**src/rtl/sdram_vga_rd_buf.sv**
```systemverilog
// Read-side prefetch buffer: issues fixed-length SDRAM read bursts over a linear
// frame region and serves the returned pixels to VGA through a FWFT FIFO.
module sdram_vga_rd_buf #(
  parameter int unsigned DATA_WIDTH  = 8,
  parameter int unsigned DEPTH       = 512,
  parameter int unsigned BURST_LEN   = 64,
  parameter int unsigned ADDR_WIDTH  = 24,
  parameter int unsigned BASE_ADDR   = 0,
  parameter int unsigned FRAME_WORDS = 307200
) (
  input  logic                      Sys_clk,
  input  logic                      Rst_n,
  input  logic                      sdram_init_done,
  input  logic                      frame_start,
  output logic                      rd_req,
  output logic [ADDR_WIDTH-1:0]     rd_addr,
  input  logic                      rd_ack,
  input  logic                      rd_data_valid,
  input  logic [DATA_WIDTH-1:0]     rd_data,
  input  logic                      SDRAM_FIFO_RD_EN,
  output logic [DATA_WIDTH-1:0]     SDRAM_FIFO_RD_DATA,
  output logic [$clog2(DEPTH):0]    fifo_cnt,
  output logic                      underflow,
  output logic                      overflow
);

  localparam int unsigned PtrW  = $clog2(DEPTH);
  localparam int unsigned CntW  = PtrW + 1;
  localparam int unsigned BeatW = $clog2(BURST_LEN + 1);

  localparam logic [ADDR_WIDTH-1:0] BaseAddr = ADDR_WIDTH'(BASE_ADDR);
  localparam logic [ADDR_WIDTH-1:0] LastAddr = ADDR_WIDTH'(BASE_ADDR + FRAME_WORDS - BURST_LEN);
  localparam logic [ADDR_WIDTH-1:0] AddrStep = ADDR_WIDTH'(BURST_LEN);
  localparam logic [CntW-1:0]       FullCnt  = CntW'(DEPTH);
  localparam logic [CntW-1:0]       BurstCnt = CntW'(BURST_LEN);
  localparam logic [BeatW-1:0]      LastBeat = BeatW'(BURST_LEN - 1);

  typedef enum logic [1:0] {StIdle, StReq, StWait} state_e;

  state_e                  state_q, state_d;
  logic                    rd_req_q, rd_req_d;
  logic [ADDR_WIDTH-1:0]   rd_addr_q, rd_addr_d, next_addr;
  logic [BeatW-1:0]        beat_q, beat_d;
  logic                    discard_q, discard_d;
  logic [PtrW-1:0]         wr_ptr_q, rd_ptr_q;
  logic [CntW-1:0]         cnt_q;
  logic                    underflow_q, overflow_q;
  logic [DATA_WIDTH-1:0]   mem [DEPTH];

  logic fifo_empty, fifo_full, room_ok, push_req, push, pop;

  assign fifo_empty = (cnt_q == '0);
  assign fifo_full  = (cnt_q == FullCnt);
  // Space for a whole burst is reserved before requesting, so a compliant
  // controller never overflows the FIFO.
  assign room_ok    = (FullCnt - cnt_q) >= BurstCnt;
  assign push_req   = (state_q == StWait) && rd_data_valid && !discard_q && !frame_start;
  assign push       = push_req && !fifo_full;
  assign pop        = SDRAM_FIFO_RD_EN && !fifo_empty && !frame_start;
  assign next_addr  = (rd_addr_q == LastAddr) ? BaseAddr : rd_addr_q + AddrStep;

  always_comb begin
    state_d   = state_q;
    rd_addr_d = rd_addr_q;
    beat_d    = beat_q;
    discard_d = discard_q;
    if (frame_start) rd_addr_d = BaseAddr;
    unique case (state_q)
      StIdle: begin
        if (sdram_init_done && !frame_start && room_ok) state_d = StReq;
      end
      StReq: begin
        if (rd_ack) begin
          state_d   = StWait;
          beat_d    = '0;
          discard_d = frame_start;
        end else if (frame_start) begin
          state_d = StIdle;
        end
      end
      StWait: begin
        if (frame_start) discard_d = 1'b1;
        if (rd_data_valid) begin
          beat_d = beat_q + 1'b1;
          if (beat_q == LastBeat) begin
            state_d   = StIdle;
            discard_d = 1'b0;
            // A flushed burst leaves the address parked at the frame base.
            if (!discard_q && !frame_start) rd_addr_d = next_addr;
          end
        end
      end
      default: state_d = StIdle;
    endcase
    rd_req_d = (state_d == StReq);
  end

  always_ff @(posedge Sys_clk or negedge Rst_n) begin
    if (!Rst_n) begin
      state_q   <= StIdle;
      rd_req_q  <= 1'b0;
      rd_addr_q <= BaseAddr;
      beat_q    <= '0;
      discard_q <= 1'b0;
    end else begin
      state_q   <= state_d;
      rd_req_q  <= rd_req_d;
      rd_addr_q <= rd_addr_d;
      beat_q    <= beat_d;
      discard_q <= discard_d;
    end
  end

  always_ff @(posedge Sys_clk or negedge Rst_n) begin
    if (!Rst_n) begin
      wr_ptr_q    <= '0;
      rd_ptr_q    <= '0;
      cnt_q       <= '0;
      underflow_q <= 1'b0;
      overflow_q  <= 1'b0;
    end else if (frame_start) begin
      wr_ptr_q    <= '0;
      rd_ptr_q    <= '0;
      cnt_q       <= '0;
      underflow_q <= 1'b0;
      overflow_q  <= 1'b0;
    end else begin
      if (push) wr_ptr_q <= wr_ptr_q + 1'b1;
      if (pop)  rd_ptr_q <= rd_ptr_q + 1'b1;
      if (push && !pop)      cnt_q <= cnt_q + 1'b1;
      else if (pop && !push) cnt_q <= cnt_q - 1'b1;
      if (SDRAM_FIFO_RD_EN && fifo_empty) underflow_q <= 1'b1;
      if (push_req && fifo_full)          overflow_q  <= 1'b1;
    end
  end

  always_ff @(posedge Sys_clk) begin
    if (push) mem[wr_ptr_q] <= rd_data;
  end

  assign rd_req             = rd_req_q;
  assign rd_addr            = rd_addr_q;
  assign SDRAM_FIFO_RD_DATA = fifo_empty ? '0 : mem[rd_ptr_q];
  assign fifo_cnt           = cnt_q;
  assign underflow          = underflow_q;
  assign overflow           = overflow_q;

endmodule

```
**config.mk**
```make
export PLATFORM = sky130hd
export DESIGN_NAME = sdram_vga_rd_buf
export DESIGN_NICKNAME = d
export VERILOG_FILES = /design/src/rtl/sdram_vga_rd_buf.sv
export SDC_FILE = /design/constraint.sdc
export NUM_CORES = 2
export LEC_CHECK = 0
export CAP_MARGIN = 15
export CELL_PAD_IN_SITES_DETAIL_PLACEMENT = 0
export CELL_PAD_IN_SITES_GLOBAL_PLACEMENT = 1
export CORE_MARGIN = 2
export CORE_UTILIZATION = 30
export DETAILED_ROUTE_END_ITERATION = 10
export HOLD_SLACK_MARGIN = 0.1
export PLACE_DENSITY_LB_ADDON = 0.3
export REMOVE_ABC_BUFFERS = 1
export SYNTH_ARGS = -nofsm -noshare
export SYNTH_HDL_FRONTEND = slang
export SYNTH_SLANG_ARGS = --single-unit
```
**constraint.sdc**
```tcl
create_clock -name Sys_clk -period 3.5 [get_ports Sys_clk]
set_input_delay 0.525 -clock Sys_clk [delete_from_list [all_inputs] [get_ports Sys_clk]]
set_output_delay 0.525 -clock Sys_clk [all_outputs]
set_load 0.005 [all_outputs]
```
==> impl_results.md <==
* Status: complete, but fails checks
* Failing checks: setup timing
* Number of CTS-inserted buffers at 431
* Final WL at 471000 um
* Clock slew at reported path FFs at 0.07 ns
* Hold Path Sink: mem[450][4]
* RSZ-0062 raised after global routing: yes
* Mapped Cells at 7492
* Starting Density at 0.301
* Total of max-cap violations at 0
* Hold path depth at 1
* CP max-delay cell: o211ai_1
* Core footprint at 540000 um2
* Mean post-synth cell area at 21.7 um2
* Yosys Warn Count at 0
* Crit path DAT at 4.80 ns
* Placer Congestion at 0.800
* Fin Setup TNS at -13.39 ns
* Flop-to-flop setup slack at 0.16 ns
* Wire per inst at 28.3 um
* Peak supply drop at 0.442 mV
* Synth cell types at 73
* Clock Tree Buf Depth at 4
* Seq/Total Area, Yosys at 0.767
* Area of the die at 548000 um2
* Ys async rst share at 0.0156
* Die height at 740 um
* Worst R2R End: mem[286][7]
* PnR worst setup slack at -1.82 ns
* Pins Over Slew Limit at 0
* Power per cell area at 594 nW/um2
* Clock skew at 0.0592 ns
* Chip width at 740 um
* Final core utilization at 0.369
* Hold path start: rd_data[4]
* Root Buffer: clkbuf_16
* Row cnt at 270
* Synth cell count leaders: edfxtp_1 (4096), mux4_2 (1037), nor2_1 (600)
* Critical Path Source: rd_ptr_q[0]
* First-pass GRT wire length at 662000 um
* Drt pass-1 iters at 5
* Top cells by area, synth: edfxtp_1 (76%), mux4_2 (14%), mux2i_1 (2.0%)
* Htree depth at 5
* Final Cycle Share at 1.52
* #FFs+latches synth at 4161
* Slew headroom at 0.107
* Port Buffers at 59
* Hold Crit Class: input port to register
* Mapped cell area at 163000 um2
* # DRC at 0
* Worst slack at placement at -2.41 ns
* Worst skew pair latency at 1.02 ns
* Fin nets at 9132
* Top FF cell, synth: edfxtp_1
* Setup Viol. Count Final at 8
* Fmax achieved at 188 MHz
* Placed cells at 15800
* CP Data Required Time at 2.97 ns
* Final ANT Viol Nets at 0
* Reg2Reg Depth at 10
* Number of enable flip-flop cells after synthesis at 4096
* Actual slew at the worst max-slew pin at 1.34 ns
* Largest net degree at the start of global routing at 157
* Worst stage delay on the critical path at 0.72 ns
* Clock tree sinks at 4161
* Vias in the first global route at 85900
* IO Pins at 60
* Reg-to-Reg Start: fifo_cnt[3]
* WS Path Type: register to output pin
* Largest area contributor in the synthesized netlist: edfxtp_1
* Non-Filler Instances at 16700
* Top cell type's share of synthesized area at 0.757
* CP Max Fanout at 6
* Global route overflow at 0
* Final Hold Viols at 0
* Total power at 118000 uW
* Gr usage total at 0.167
* Crit path launch type: register
* CP Capture Type: output pin
* Detailed-placement wirelength estimate at 302000 um
* Leakage power at 0.0636 uW
* Initial antenna violation count at 23
* Layout cells sized above 1 at 0.358
* Iter 0 DRT Violations at 9135
* Vias at 83500
* Count leader, synth: edfxtp_1
* Crit-path cells: buf_16 > buf_12 > buf_16 > mux4_2 > mux4_2 > o211ai_1 > buf_4 > nand4_1 > a32oi_4 > buf_6 > a41oi_4 > buf_2
* Tmin final at 5.32 ns
* Via/cell ratio at 5.01
* Area grow syn2layout at 22.5%
* CTS tree: built
## power by group
group          total, uW  internal [uW]  switching, uW
clock network      44600          25100          19500
registers          54900          54800           84.6
logic              18800           9640           9140
total             118000          89600          28700
## stage by stage
stage / cell area, um2 / hold slack, ns
after global routing: 199000 / 0.185
after global placement: 183000 / 0.474
after CTS: 198000 / 0.140
final: 199000 / 0.185
after detailed placement: 183000 / 0.484
after floorplan: 160000 / 0.229
## final cells by class
| class | instances | area, um2 |
|---|---|---|
| Antenna cell | 2 | 5.00 |
| Clock buffer | 527 | 11300 |
| Clock inverter | 253 | 2300 |
| Fill cell | 49200 | 341000 |
| Inverter | 10 | 47.5 |
| Multi-Input combinational cell | 2859 | 36200 |
| Sequential cell | 4161 | 125000 |
| Tap cell | 7208 | 9020 |
| Timing Repair Buffer | 1638 | 15600 |
## critical path, delay by kind of cell (launching register included)
kind | cells | cell delay (ns)
simple gates | 1 | 0.13
buf+inv | 6 | 1.03
compound gates | 3 | 1.13
mux | 2 | 0.91
flops | 1 | 0.53
## flip-flops by register name (all words and copies together), names as in the netlist, 2 cells and up
signal and flops:
mem 4096, rd_addr 24, fifo_cnt 10, rd_ptr_q 9, wr_ptr_q 9, beat_q 7
state_q 2
## worst max-delay path by stage
| stage | endpoint | cells after the start |
|---|---|---|
| finish | SDRAM_FIFO_RD_DATA[3] | 12 |
| floorplan | SDRAM_FIFO_RD_DATA[4] | 6 |
| global route | SDRAM_FIFO_RD_DATA[3] | 12 |
| detailed placement | SDRAM_FIFO_RD_DATA[3] | 13 |
| CTS | SDRAM_FIFO_RD_DATA[3] | 12 |
| global placement | SDRAM_FIFO_RD_DATA[3] | 13 |
## timing repair
| item | 4_1_cts | 5_1_grt |
|---|---|---|
| cloned | 10 | 3 |
| setup buffers | 73 | 32 |
| hold buffers | 10 | 0 |
| endpoints found under the setup margin | 12 | 269 |
| resized for setup | 294 | 69 |
| hold endpoints to repair | 233 | 0 |
| pin swaps | 50 | 49 |
## per-layer routing
metal / part of all wire / up-vias / GRT usage
li1: - / 34700 / -
met1: 0.43 / 45400 / 0.232
met2: 0.49 / 2709 / 0.280
met3: 0.057 / 596 / 0.0216
met4: 0.026 / 4 / 0.0422
met5: 0.000042 / - / 0
## layout by cell type (no fill, tap or decap), drive strengths merged, types with 12 or more instances in the layout
cell type      count
xnor2             15
o211ai            28
a22o              12
o31ai             15
bufinv            31
and2              16
a211oi            22
mux2i            323
o22ai             12
nor2b             15
nor2             600
mux4            1050
nor3              26
clkinv           197
edfxtp          4096
clkdlybuf4s50     41
a22oi            111
o21ai             90
buf             1581
ha                15
a221oi            93
clkbuf           530
nand2            130
nand4             16
and3              12
nand2b            12
inv               24
dfrtp             65
a31oi             16
nand3             34
a21oi             73
## kinds of logic (layout without fill, tap and decap cells)
kind of cell    count (synthesis)  count (layout)  synth area share
flops                        4161            4161             0.767
mux                          1378            1378             0.166
simple gates                  908             908            0.0236
compound gates                531             531            0.0232
buf+inv                       472            2428            0.0178
xor+xnor                       26              26           0.00140
fa+ha+maj                      16              16           0.00128
other cells                     0               2                 0
Note: power is estimated with default switching activity, not from simulation.
